$ cat src/rtl/sqvt_vgen_pkg.sv
// Shared defaults and state encoding for the square-wave voltage generator family.
package sqvt_pkg;
    localparam int W_DEF  = 12;
    localparam int CW_DEF = 16;

    typedef enum logic {
        IDLE = 1'b0,
        RUN  = 1'b1
    } state_t;
endpackage

$ cat src/rtl/sqvt_vgen_if.sv
// Control/settings inputs and sample/strobe outputs of the square-wave voltage generator.
interface sqvt_vgen_if #(
    parameter int W  = sqvt_pkg::W_DEF,
    parameter int CW = sqvt_pkg::CW_DEF
);
    logic          Start;
    logic          Stop;
    logic [W-1:0]  HighLvl;
    logic [W-1:0]  LowLvl;
    logic [CW-1:0] Period;
    logic [CW-1:0] Duty;
    logic [W-1:0]  Dout;
    logic          EN;
    logic          Busy;

    modport master (
        output Start, Stop, HighLvl, LowLvl, Period, Duty,
        input  Dout, EN, Busy
    );

    modport slave (
        input  Start, Stop, HighLvl, LowLvl, Period, Duty,
        output Dout, EN, Busy
    );
endinterface

$ cat src/rtl/sqvt_vgen_en_dly.sv
// Fixed-depth strobe delay line with asynchronous active-low clear; matches the
// register latency of the downstream voltage path.
module sqvt_en_dly #(
    parameter int DEPTH = 2
) (
    input  logic clk,
    input  logic rst_n,
    input  logic strobe_in,
    output logic strobe_out
);
    logic [DEPTH:0] tap;

    assign tap[0] = strobe_in;

    generate
        for (genvar gi = 0; gi < DEPTH; gi++) begin : g_stage
            logic stage_reg;

            always_ff @(posedge clk or negedge rst_n) begin
                if (!rst_n) begin
                    stage_reg <= 1'b0;
                end else begin
                    stage_reg <= tap[gi];
                end
            end

            assign tap[gi+1] = stage_reg;
        end
    endgenerate

    assign strobe_out = tap[DEPTH];
endmodule

$ cat src/rtl/sqvt_vgen.sv
// Square-wave level generator: shadowed period/duty/levels applied at period
// boundaries, registered sample output and a change strobe delayed to match the voltage path.
module sqvt_vgen
    import sqvt_pkg::*;
#(
    parameter int W  = W_DEF,
    parameter int CW = CW_DEF
) (
    input  logic        Clock,
    input  logic        Reset_n,
    sqvt_vgen_if.slave  bus
);
    state_t        state_reg, state_next;
    logic [CW-1:0] cnt_reg, cnt_next;
    logic [CW-1:0] per_reg, per_next;
    logic [CW-1:0] duty_reg, duty_next;
    logic [W-1:0]  hi_reg, hi_next;
    logic [W-1:0]  lo_reg, lo_next;
    logic [W-1:0]  dout_reg, dout_next;
    logic          chg_reg, chg_next;
    logic          wrap;
    logic          load;
    logic          first_run;
    logic          en;

    always_ff @(posedge Clock or negedge Reset_n) begin
        if (!Reset_n) begin
            state_reg <= IDLE;
            cnt_reg   <= '0;
            per_reg   <= '0;
            duty_reg  <= '0;
            hi_reg    <= '0;
            lo_reg    <= '0;
            dout_reg  <= '0;
            chg_reg   <= 1'b0;
        end else begin
            state_reg <= state_next;
            cnt_reg   <= cnt_next;
            per_reg   <= per_next;
            duty_reg  <= duty_next;
            hi_reg    <= hi_next;
            lo_reg    <= lo_next;
            dout_reg  <= dout_next;
            chg_reg   <= chg_next;
        end
    end

    always_comb begin
        state_next = state_reg;
        cnt_next   = cnt_reg;
        per_next   = per_reg;
        duty_next  = duty_reg;
        hi_next    = hi_reg;
        lo_next    = lo_reg;
        dout_next  = dout_reg;
        load       = 1'b0;
        first_run  = 1'b0;
        // A period of 0 or 1 wraps every cycle; avoids the underflow of per_reg-1.
        wrap       = (per_reg <= CW'(1)) || (cnt_reg == per_reg - CW'(1));

        case (state_reg)
            IDLE: begin
                if (bus.Start && !bus.Stop) begin
                    state_next = RUN;
                    load       = 1'b1;
                    first_run  = 1'b1;
                end
            end
            RUN: begin
                if (bus.Stop) begin
                    state_next = IDLE;
                    dout_next  = bus.LowLvl;
                end else if (wrap) begin
                    load = 1'b1;
                end else begin
                    cnt_next  = cnt_reg + CW'(1);
                    dout_next = (cnt_next < duty_reg) ? hi_reg : lo_reg;
                end
            end
            default: begin
                state_next = IDLE;
            end
        endcase

        // Period start: fresh shadows, and the level for cnt=0 uses them directly.
        if (load) begin
            cnt_next  = '0;
            per_next  = bus.Period;
            duty_next = bus.Duty;
            hi_next   = bus.HighLvl;
            lo_next   = bus.LowLvl;
            dout_next = (bus.Duty != '0) ? bus.HighLvl : bus.LowLvl;
        end

        chg_next = first_run || (dout_next != dout_reg);
    end

    sqvt_en_dly #(
        .DEPTH (2)
    ) u_en_dly (
        .clk        (Clock),
        .rst_n      (Reset_n),
        .strobe_in  (chg_reg),
        .strobe_out (en)
    );

    assign bus.Dout = dout_reg;
    assign bus.EN   = en;
    assign bus.Busy = (state_reg == RUN);
endmodule

$ cat src/flat_wrapper.sv
// flat-port wrapper written by rule: the top's interface ports become plain ports
module sqvt_vgen_flat import sqvt_pkg::*;
#(
    parameter int W  = W_DEF,
    parameter int CW = CW_DEF
)
  (Clock, Reset_n, bus_Start, bus_Stop, bus_HighLvl, bus_LowLvl, bus_Period, bus_Duty, bus_Dout, bus_EN, bus_Busy);
  sqvt_vgen_if #(.W(W), .CW(CW)) bus_i ();
  input  logic Clock;
  input  logic Reset_n;
  input wire logic [$bits(bus_i.Start)-1:0] bus_Start;
  input wire logic [$bits(bus_i.Stop)-1:0] bus_Stop;
  input wire logic [$bits(bus_i.HighLvl)-1:0] bus_HighLvl;
  input wire logic [$bits(bus_i.LowLvl)-1:0] bus_LowLvl;
  input wire logic [$bits(bus_i.Period)-1:0] bus_Period;
  input wire logic [$bits(bus_i.Duty)-1:0] bus_Duty;
  output wire logic [$bits(bus_i.Dout)-1:0] bus_Dout;
  output wire logic [$bits(bus_i.EN)-1:0] bus_EN;
  output wire logic [$bits(bus_i.Busy)-1:0] bus_Busy;
  assign bus_i.Start = bus_Start;
  assign bus_i.Stop = bus_Stop;
  assign bus_i.HighLvl = bus_HighLvl;
  assign bus_i.LowLvl = bus_LowLvl;
  assign bus_i.Period = bus_Period;
  assign bus_i.Duty = bus_Duty;
  assign bus_Dout = bus_i.Dout;
  assign bus_EN = bus_i.EN;
  assign bus_Busy = bus_i.Busy;
  sqvt_vgen #(.W(W), .CW(CW)) u_core (.Clock(Clock), .Reset_n(Reset_n), .bus(bus_i));
endmodule
$ cat config.mk
export PLATFORM = sky130hd
export DESIGN_NAME = sqvt_vgen_flat
export DESIGN_NICKNAME = d
export VERILOG_FILES = /design/src/rtl/sqvt_vgen_pkg.sv /design/src/rtl/sqvt_vgen_if.sv /design/src/rtl/sqvt_vgen_en_dly.sv /design/src/rtl/sqvt_vgen.sv /design/src/flat_wrapper.sv
export SDC_FILE = /design/constraint.sdc
export NUM_CORES = 1
export LEC_CHECK = 0
export ABC_AREA = 1
export CAP_MARGIN = 40
export CORE_ASPECT_RATIO = 0.6
export CORE_UTILIZATION = 61
export DETAILED_ROUTE_END_ITERATION = 7
export MAX_ROUTING_LAYER = met4
export PLACE_DENSITY = 0.84
export SYNTH_ARGS = -nofsm -noshare
export SYNTH_HDL_FRONTEND = slang
export SYNTH_SLANG_ARGS = --single-unit
$ cat constraint.sdc
create_clock -name Clock -period 8.5 [get_ports Clock]
set_input_delay 1.7 -clock Clock [delete_from_list [all_inputs] [get_ports Clock]]
set_output_delay 1.7 -clock Clock [all_outputs]
set_load 0.05 [all_outputs]
### Word-level counts from Yosys, hierarchy flattened

Cells that the tools add are included.

| operators by class | value |
|---|---|
| shift-type cells | 0 |
| muxes and demuxes | 17 |
| equality and inequality tests | 4 |
| $lt $le $gt $ge | 2 |
| bitwise gates (word level) | 1 |
| add/sub/neg operators | 2 |
| div/mod/pow operators | 0 |
| reduce and logical (&&, ||, !) cells | 7 |
| multipliers | 0 |

Operator list:

| kind | number |
|---|---|
| $mux 12 | 6 |
| $mux 16 | 4 |
| $add 16x1->16 const B | 1 |
| $eq 16x16->1 | 1 |
| $le 16x1->1 const B | 1 |
| $lt 16x16->1 | 1 |
| $reduce_bool 16->1 | 1 |
| $sub 16x1->16 const B | 1 |
| $ne 12x12->1 | 1 |
| $mux 1 | 5 |
| $pmux 1 s2 | 2 |
| $reduce_and 3->1 | 1 |
| $logic_or 1x1->1 | 2 |
| $ne 2x1->1 const B | 1 |
| $ne 2x2->1 const B | 1 |
| $reduce_bool 2->1 | 1 |
| $logic_and 1x1->1 | 1 |
| $logic_not 1->1 | 1 |
| $not 1->1 | 1 |

| word-level totals | value |
|---|---|
| memory bits (read-only) | 0 |
| logic and storage cells | 43 |
| memories | 0 |
| latch bits | 0 |
| memory bits (writable) | 0 |
| output and inout bits | 14 |
| bits of input ports | 60 |
| register bits | 88 |

### Longest topological paths before layout

Gate-level depths: netlist (run 1).

| depth | value |
|---|---|
| depth after elaboration | 9 |
| mapped depth | 32 |
| mapped depth without buffers | 31 |

### Modules after synthesis

Synthesis (run 1) repeated with hierarchy kept, for this count alone.

| unflattened totals | value |
|---|---|
| cells, all modules | 843 |
| area total of the unflattened synthesis | 5,719.2 µm² |

By module, submodules not included:

| module | area an instance (µm²) | cells each | sequential area each (µm²) | times used |
|---|---|---|---|---|
| sqvt_vgen | 5,669.2 | 841 | 2,152.1 | 1 |
| sqvt_en_dly | 50.0 | 2 | 50.0 | 1 |

### Least setup slack after synthesis (run 1)

Ideal clock, no wire load.

| path | value |
|---|---|
| path type | register to register |
| start point | register u_core.cnt_reg[2] |
| end point | register u_core.chg_reg |
| path buffers | 1 |
| setup time | 0.119 ns |
| arrival time | 3.713 ns |
| required time | 8.381 ns |
| clock period less this slack | 3.832 ns |
| stages on the path, launching flop included | 27 |
| slack | 4.668 ns |
| cells stage by stage | dfrtp_1 inv_1 nor3_1 nand3_1 nor3_1 nand3_1 nor3_1 nand4_1 xor2_1 ha_1 a21oi_1 o21ai_0 nor2_1 nand2_1 clkbuf_1 nand2_1 nand2_1 nand3_1 nand3_1 nand2_1 nand2_1 nand3_1 nand2_1 nor2_1 nand2_1 nor2_1 nand2_1 |

| on the way | value |
|---|---|
| word-level cells in the longest chain between the ends | 9 |
| elaborated cells on any way between the ends | 14 |
| those cells by class | 1 x add/sub; 1 x order compare; 2 x eq/ne; 8 x mux; 2 x reduce/logical |

Ends and longest elaborated chain:

| element | RTL line | source |
|---|---|---|
| start, declared | sqvt_vgen.sv:14 | `logic [CW-1:0] cnt_reg, cnt_next;` |
| start signal, assigned | sqvt_vgen.sv:38 | `cnt_reg <= cnt_next;` |
| $add 16x1->16 | sqvt_vgen.sv:76 | `cnt_next = cnt_reg + CW'(1);` |
| $lt 16x16->1 | sqvt_vgen.sv:77 | `dout_next = (cnt_next < duty_reg) ? hi_reg : lo_reg;` |
| $mux 12 | sqvt_vgen.sv:77 |  |
| $mux 12 | sqvt_vgen.sv:73 | `end else if (wrap) begin` |
| $mux 12 | sqvt_vgen.sv:70 | `if (bus.Stop) begin` |
| $mux 12 | sqvt_vgen.sv:61 | `case (state_reg)` |
| $mux 12 (*) | sqvt_vgen.sv:86 | `if (load) begin` |
| $ne 12x12->1 (*) | sqvt_vgen.sv:95 | `chg_next = first_run \|\| (dout_next != dout_reg);` |
| $logic_or 1x1->1 (*) | sqvt_vgen.sv:95 |  |
| via u_core.chg_next | sqvt_vgen.sv:20 | `logic chg_reg, chg_next;` |
| end signal, assigned | sqvt_vgen.sv:44 | `chg_reg <= chg_next;` |
| end, declared | sqvt_vgen.sv:20 |  |

Mark *: on every way through the listed nets, which the timed path passes. The rest lies on a longest branch.
A chain may end at the register's enable or synchronous reset.

### Final worst setup path (run 1)

| path | value |
|---|---|
| start point | input bus_Stop |
| end point | register u_core.chg_reg |

| on the way | value |
|---|---|
| word-level cells in the longest chain between the ends | 7 |
| elaborated cells on any way between the ends | 11 |
| those cells by class | 1 x eq/ne; 7 x mux; 3 x reduce/logical |

Ends and longest elaborated chain:

| element | RTL line | source |
|---|---|---|
| start, declared | flat_wrapper.sv:12 | `input wire logic [$bits(bus_i.Stop)-1:0] bus_Stop;` |
| $logic_not 1->1 | sqvt_vgen.sv:63 | `if (bus.Start && !bus.Stop) begin` |
| $logic_and 1x1->1 | sqvt_vgen.sv:63 |  |
| $mux 1 | sqvt_vgen.sv:63 |  |
| $pmux 1 s2 | sqvt_vgen.sv:61 |  |
| $mux 12 (*) | sqvt_vgen.sv:86 |  |
| via u_core.dout_next[9] | sqvt_vgen.sv:19 | `logic [W-1:0] dout_reg, dout_next;` |
| $ne 12x12->1 (*) | sqvt_vgen.sv:95 |  |
| $logic_or 1x1->1 (*) | sqvt_vgen.sv:95 |  |
| via u_core.chg_next | sqvt_vgen.sv:20 |  |

Marks and branches as above.

==> results.json, run 1 <==
{
  "yosysTopAreaCell": "dfrtp_1",
  "status": "finished clean",
  "die_area_sq_um": 9780,
  "ys_types": 32,
  "groute.usage.overall_pct": 37.3,
  "ys_seq_area_share_pct": 38.5,
  "powerDensity_nw_per_um2": 202,
  "wire_per_inst_um": 16.5,
  "die_h_um": 77.0,
  "ys_ff_latch": 88,
  "synth.avg_cell_area_sq_um": 6.85,
  "cts_root_buffer": "clkbuf_16",
  "cp_max_fo": 89,
  "worstRegToRegCells": 25,
  "relSlewSlack_pct": 44.4,
  "leakagePower_nw": 3.53,
  "holdWs_ns": 0.349,
  "final_area_sq_um": 6790,
  "finalNonFillerCells": 1014,
  "met3_usage_pct": 12.6,
  "cp_top_family": "buffers and inverters",
  "drive_gt1_share_pct": 5.10,
  "grtUsageMet1_pct": 53.5,
  "yosys-top-cells-area": "dfrtp_1 (39%), nand2_1 (20%), inv_1 (6.7%)",
  "path_buf_inv": 4,
  "crit_type": "in -> reg",
  "worst_slew_pin_slew_ns": 0.834,
  "layout_common_cells": "nand2_1 (309), inv_1 (102), dfrtp_1 (88), clkdlybuf4s50_1 (72), nor2_1 (64)",
  "rsz0062_at_grt": "no",
  "setup_ws_ns": 3.23,
  "final_common_cell": "nand2_1",
  "path_common_cell": "nand2_1",
  "viasPerCell": 5.74,
  "routed-via-count": 5822,
  "hold_end": "u_core.u_en_dly.g_stage[0].stage_reg",
  "port-buffer-count": 73,
  "cts_hold_buf": 0,
  "r2r_slack_ns": 3.25,
  "cts_setup_buffers": 0,
  "syn_to_final_growth_pct": 18.7,
  "initial_utilization_pct": 65.1,
  "syn_inst": 835,
  "timing.rr.start": "u_core.cnt_reg[2]",
  "htree_levels": 3,
  "hold_viol": 0,
  "numClockSinks": 88,
  "gp_congestion": 0.940,
  "crit_path_end_kind": "register",
  "ioPinCount": 74,
  "clkLatencyLatePin_ns": 0.35,
  "wl_mm": 16.8,
  "r2r-end": "u_core.chg_reg",
  "cp_slowest_stage_delay_ns": 0.65,
  "worst_setup_path_start_kind": "input pin",
  "numCtsBuffers": 9,
  "grt_first_pass_wirelength_mm": 26.9,
  "place_area_sq_um": 6480,
  "critical_path_required_ns": 8.73,
  "core-area_sq_um": 8780,
  "worstHoldPathCells": 0,
  "cts.repair.resized": 0,
  "cap_violations": 0,
  "die_x_um": 127,
  "grt_max_degree": 90,
  "setup_violations": 0,
  "fp-row-count": 26,
  "synth_enable_flop_cells": 0,
  "dp_slack_ns": 3.03,
  "finClkSkew_ns": 0.00914,
  "syn-num-nets": 913,
  "synth_top_area_share_pct": 38.5,
  "cp_cell_sequence": "clkdlybuf4s50_1, inv_1, o21ai_0, inv_1, nand2_4, inv_6, nand2_1, nand2_1, nand2_1, nand2_1, nand3_1, nor2_1, nand2_1",
  "cts_tree": "done",
  "max_freq_ghz": 0.190,
  "ys_warn_count": 0,
  "syn_area_sq_um": 5720,
  "met2_usage_pct": 50.3,
  "grt_antenna_before_repair": 0,
  "period_share_pct": 62.0,
  "ant_nets": 0,
  "min_from": "u_core.chg_reg",
  "fin_setup_tns_ns": 0,
  "diodes": 0,
  "slowest_stage": "clkdlybuf4s50_1",
  "min_period_ns": 5.27,
  "clkTransAtPathRegs_ns": 0.06,
  "clockBufferDepth": 2,
  "grt-ovfl-total": 0,
  "async_flop_share_pct": 100,
  "fill_cells": 668,
  "busiest_layer": "met1",
  "first_pass_iters": 6,
  "critPathArrivalTime_ns": 5.50,
  "drt_iter0_drc": 732,
  "dpl.hpwl_mm": 12.6,
  "finalMaxSlewViolations": 0,
  "synthFlopType": "dfrtp_1",
  "nNetsFinal": 975,
  "dp.cells": 998,
  "grt_pass1_vias": 5318,
  "hold_class": "reg -> reg",
  "drcViolationCount": 0,
  "vdd_drop_max_v": 0.000144
}
[worst max-delay path by stage]
stage                     slack, ns  depth (start not counted)             end         startpoint
after floorplan                4.67                         26  u_core.chg_reg  u_core.cnt_reg[2]
after global placement         3.29                         13  u_core.chg_reg           bus_Stop
after detailed placement       3.03                         13  u_core.chg_reg           bus_Stop
after CTS                      3.39                         13  u_core.chg_reg           bus_Stop
after global routing           2.86                         25  u_core.chg_reg  u_core.cnt_reg[2]
final                          3.23                         13  u_core.chg_reg           bus_Stop
[Yosys cell counts, types with 9 or more instances]
cell and n:
nor2_1 64, inv_1 102, o22ai_1 9, clkbuf_1 13
nand3_1 52, ha_1 18, dfrtp_1 88, xor2_1 21
o21ai_0 60, a21oi_1 24, nand2_1 309, nand2_2 10
nand4_1 13
[power breakdown]
group	internal (W)	switching (W)	total [W]
logic	0.000151	0.000275	0.000426
clock network	0.000231	0.000179	0.000410
registers	0.000479	0.0000568	0.000536
[worst reg2reg max path, stage by stage, from the launching register on]
cell and delay (ns):
dfrtp_1 0.49, inv_1 0.10, nor3_1 0.32, nand3_1 0.18
nor3_1 0.27, nand3_1 0.17, nor3_1 0.39, nand4_1 0.16
xor2_1 0.27, ha_1 0.31, a21oi_1 0.15, o21ai_0 0.09
nor2_1 0.41, nand2_1 0.42, inv_1 0.29, nand2_1 0.08
nand4_1 0.10, nand3_1 0.09, nand2_1 0.11, nand2_1 0.08
nand2_1 0.09, nand2_1 0.07, nand2_1 0.09, nand3_1 0.19
nor2_1 0.15, nand2_1 0.07
[layer usage]
layer	share of wire (%)	routed length (um)
met5	0	0
met4	1.3	220
met3	12	2020
met2	41	6830
met1	46	7700
[cells by family (layout without fill, tap and decap cells)]
family,count (synthesis),in the layout,synth area share (%)
AND/OR/NAND/NOR,479,479,35.8
buffers and inverters,129,196,9.14
adder cells (fa/ha/maj),18,18,3.94
AO/OA/AOI/OAI,96,96,8.75
XOR/XNOR,25,25,3.83
flip-flops,88,88,38.5
[area by class of cell]
class | instances | area [sq um] | area share, %
Multi-Input combinational cell | 618 | 2990 | 44.1
Inverter | 105 | 399 | 5.88
Clock inverter | 7 | 78.8 | 1.16
Timing Repair Buffer | 75 | 747 | 11.0
Tap cell | 112 | 140 | 2.06
Clock buffer | 9 | 225 | 3.32
Sequential cell | 88 | 2200 | 32.4
[stage by stage]
| step | total power (W) | util [%] |
|---|---|---|
| floorplan | 0.000811 | - |
| global placement | 0.000931 | 73.7 |
| detailed placement | 0.000955 | 73.8 |
| CTS | 0.00136 | 77.3 |
| global route | 0.00144 | 77.3 |
| finish | 0.00137 | 77.3 |
Note: power is estimated with default switching activity, not from simulation.
==> run 2: changes to the inputs <==
CORE_UTILIZATION = 56   (was 61)
PLACE_DENSITY = 0.78   (was 0.84)
clock period = 5.4 ns   (was 8.5 ns; I/O delays follow)
==> results.json, run 2 (synthesis gave the netlist of run 1 again) <==
{
  "internal_power_w": 0.00135,
  "grt_max_degree": 90,
  "dpl.hpwl_mm": 12.2,
  "first_pass_iters": 7,
  "nNetsFinal": 979,
  "dp.cells": 1025,
  "die_area_sq_um": 10600,
  "cts.repair.resized": 0,
  "numClockSinks": 88,
  "finClkSkew_ns": 0.00957,
  "wl_met2_mm": 6.63,
  "clockBufferDepth": 2,
  "fp-row-count": 28,
  "clkLatencyLatePin_ns": 0.35,
  "cap_violations": 0,
  "groute.usage.overall_pct": 33.3,
  "die_x_um": 132,
  "worst_slew_pin_slew_ns": 0.659,
  "grt-ovfl-total": 0,
  "slowest_stage": "dfrtp_1",
  "grt_first_pass_wirelength_mm": 26.4,
  "hold_class": "reg -> reg",
  "wl_met3_mm": 1.59,
  "grt_antenna_before_repair": 0,
  "ioPinCount": 74,
  "cp_slowest_stage_delay_ns": 0.42,
  "met1Wirelength_mm": 7.74,
  "setup_violations": 0,
  "vdd_drop_max_v": 0.000188,
  "clockPowerShare_pct": 29.7,
  "powerDensity_nw_per_um2": 313,
  "p_sw_w": 0.000784,
  "routed-via-count": 5625,
  "cp_max_fo": 13,
  "hold_viol": 0,
  "numCtsBuffers": 9,
  "p_seq_share_pct": 39.3,
  "htree_levels": 3,
  "min_period_ns": 4.63,
  "period_share_pct": 85.8,
  "cts_tree": "done",
  "ant_nets": 0,
  "viasPerCell": 5.40,
  "relSlewSlack_pct": 55.6,
  "path_common_cell": "nand2_1",
  "critPathArrivalTime_ns": 4.87,
  "crit_path_end_kind": "register",
  "finalMaxSlewViolations": 0,
  "wire_per_inst_um": 15.5,
  "critical_path_required_ns": 5.64,
  "max_freq_ghz": 0.216,
  "rsz0062_at_grt": "no",
  "drt_iter0_drc": 644,
  "top_layer_used": "met4",
  "gp_congestion": 0.920,
  "cts_setup_buffers": 0,
  "drive_gt1_share_pct": 5.30,
  "worst_setup_path_start_kind": "register",
  "final_common_cell": "nand2_1",
  "layout_common_cells": "nand2_1 (309), inv_1 (102), dfrtp_1 (88), clkdlybuf4s50_1 (72), nor2_1 (64)",
  "finalNonFillerCells": 1041,
  "switching_share_pct": 36.7,
  "crit_type": "reg -> reg",
  "wl_mm": 16.2,
  "core-area_sq_um": 9880,
  "fin_setup_tns_ns": 0,
  "diodes": 0,
  "initial_utilization_pct": 57.9,
  "leakagePower_nw": 3.54,
  "comb_power_share_pct": 31.1,
  "syn_to_final_growth_pct": 19.6,
  "cts_root_buffer": "clkbuf_16",
  "clkTransAtPathRegs_ns": 0.07,
  "status": "finished clean",
  "grt_pass1_vias": 5289,
  "drcViolationCount": 0,
  "port-buffer-count": 73,
  "die_h_um": 80.3,
  "cts_hold_buf": 0
}
==> run 2: cell types whose count changed in the layout (fill, tap and decap cells not counted), sizes merged <==
| cell | delta |
|---|---|
| buf | +4 |
| clkbuf | +2 |
| inv | -1 |
| clkinvlp | -1 |
==> run 2: power by group through the flow <==
stage | Sequential, W | Clock (W) | Combinational (W)
3_3_place_gp | 0.000845 | 0 | 0.000631
2_1_floorplan | 0.000886 | 0 | 0.000391
3_5_place_dp | 0.000848 | 0 | 0.000655
4_1_cts | 0.000838 | 0.000633 | 0.000659
5_1_grt | 0.000853 | 0.000661 | 0.000746
6_report | 0.000840 | 0.000634 | 0.000664
==> run 2: routing by layer <==
layer	global-route usage, %	up-vias
li1	-	2760
met1	46.6	2563
met2	48.8	275
met3	7.39	27
met4	8.39	0
met5	-	-
==> run 2: area by class of cell <==
cell class | instances | area [sq um]
Clock buffer | 11 | 233
Clock inverter | 5 | 56.3
Fill cell | 836 | 3040
Inverter | 105 | 399
Multi-Input combinational cell | 618 | 2990
Sequential cell | 88 | 2200
Tap cell | 135 | 169
Timing Repair Buffer | 79 | 786
==> run 2: worst max-delay path, delay by kind of cell, from the launching register on <==
family | cells | cell delay, ns
AND/OR/NAND/NOR | 23 | 3.50
buffers and inverters | 1 | 0.09
flip-flops | 1 | 0.42
XOR/XNOR | 1 | 0.19
adder cells (fa/ha/maj) | 1 | 0.33
==> run 2: through the flow <==
stage	setup WS, ns	hold WS [ns]	utilization, %	total power (W)	instance area [sq um]
after CTS	0.853	0.353	69.2	0.00213	6840
after detailed placement	0.890	0.338	66.3	0.00150	6550
after floorplan	1.57	0.331	-	0.00128	5720
final	0.769	0.359	69.2	0.00214	6840
after global placement	1.16	0.332	66.1	0.00148	6530
after global routing	0.202	0.369	69.2	0.00226	6840
==> run 2: worst paths after layout <==
path	cells past startpoint	startpoint	end	slack, ns
min reg2reg	0	u_core.u_en_dly.g_stage[0].stage_reg	u_core.u_en_dly.strobe_out	0.36
max reg2reg	26	u_core.cnt_reg[2]	u_core.chg_reg	0.77
min	0	u_core.u_en_dly.g_stage[0].stage_reg	u_core.u_en_dly.strobe_out	0.36
max	26	u_core.cnt_reg[2]	u_core.chg_reg	0.77
min in group asynchronous	1	Reset_n	u_core.u_en_dly.strobe_out	0.63
max in group asynchronous	3	Reset_n	u_core.per_reg[8]	3.79
==> run 3: changes to the inputs <==
SLEW_MARGIN = 25   (was default)
==> results of run 3 <==
The final DEF is identical to that of run 2; final timing and power are the same.
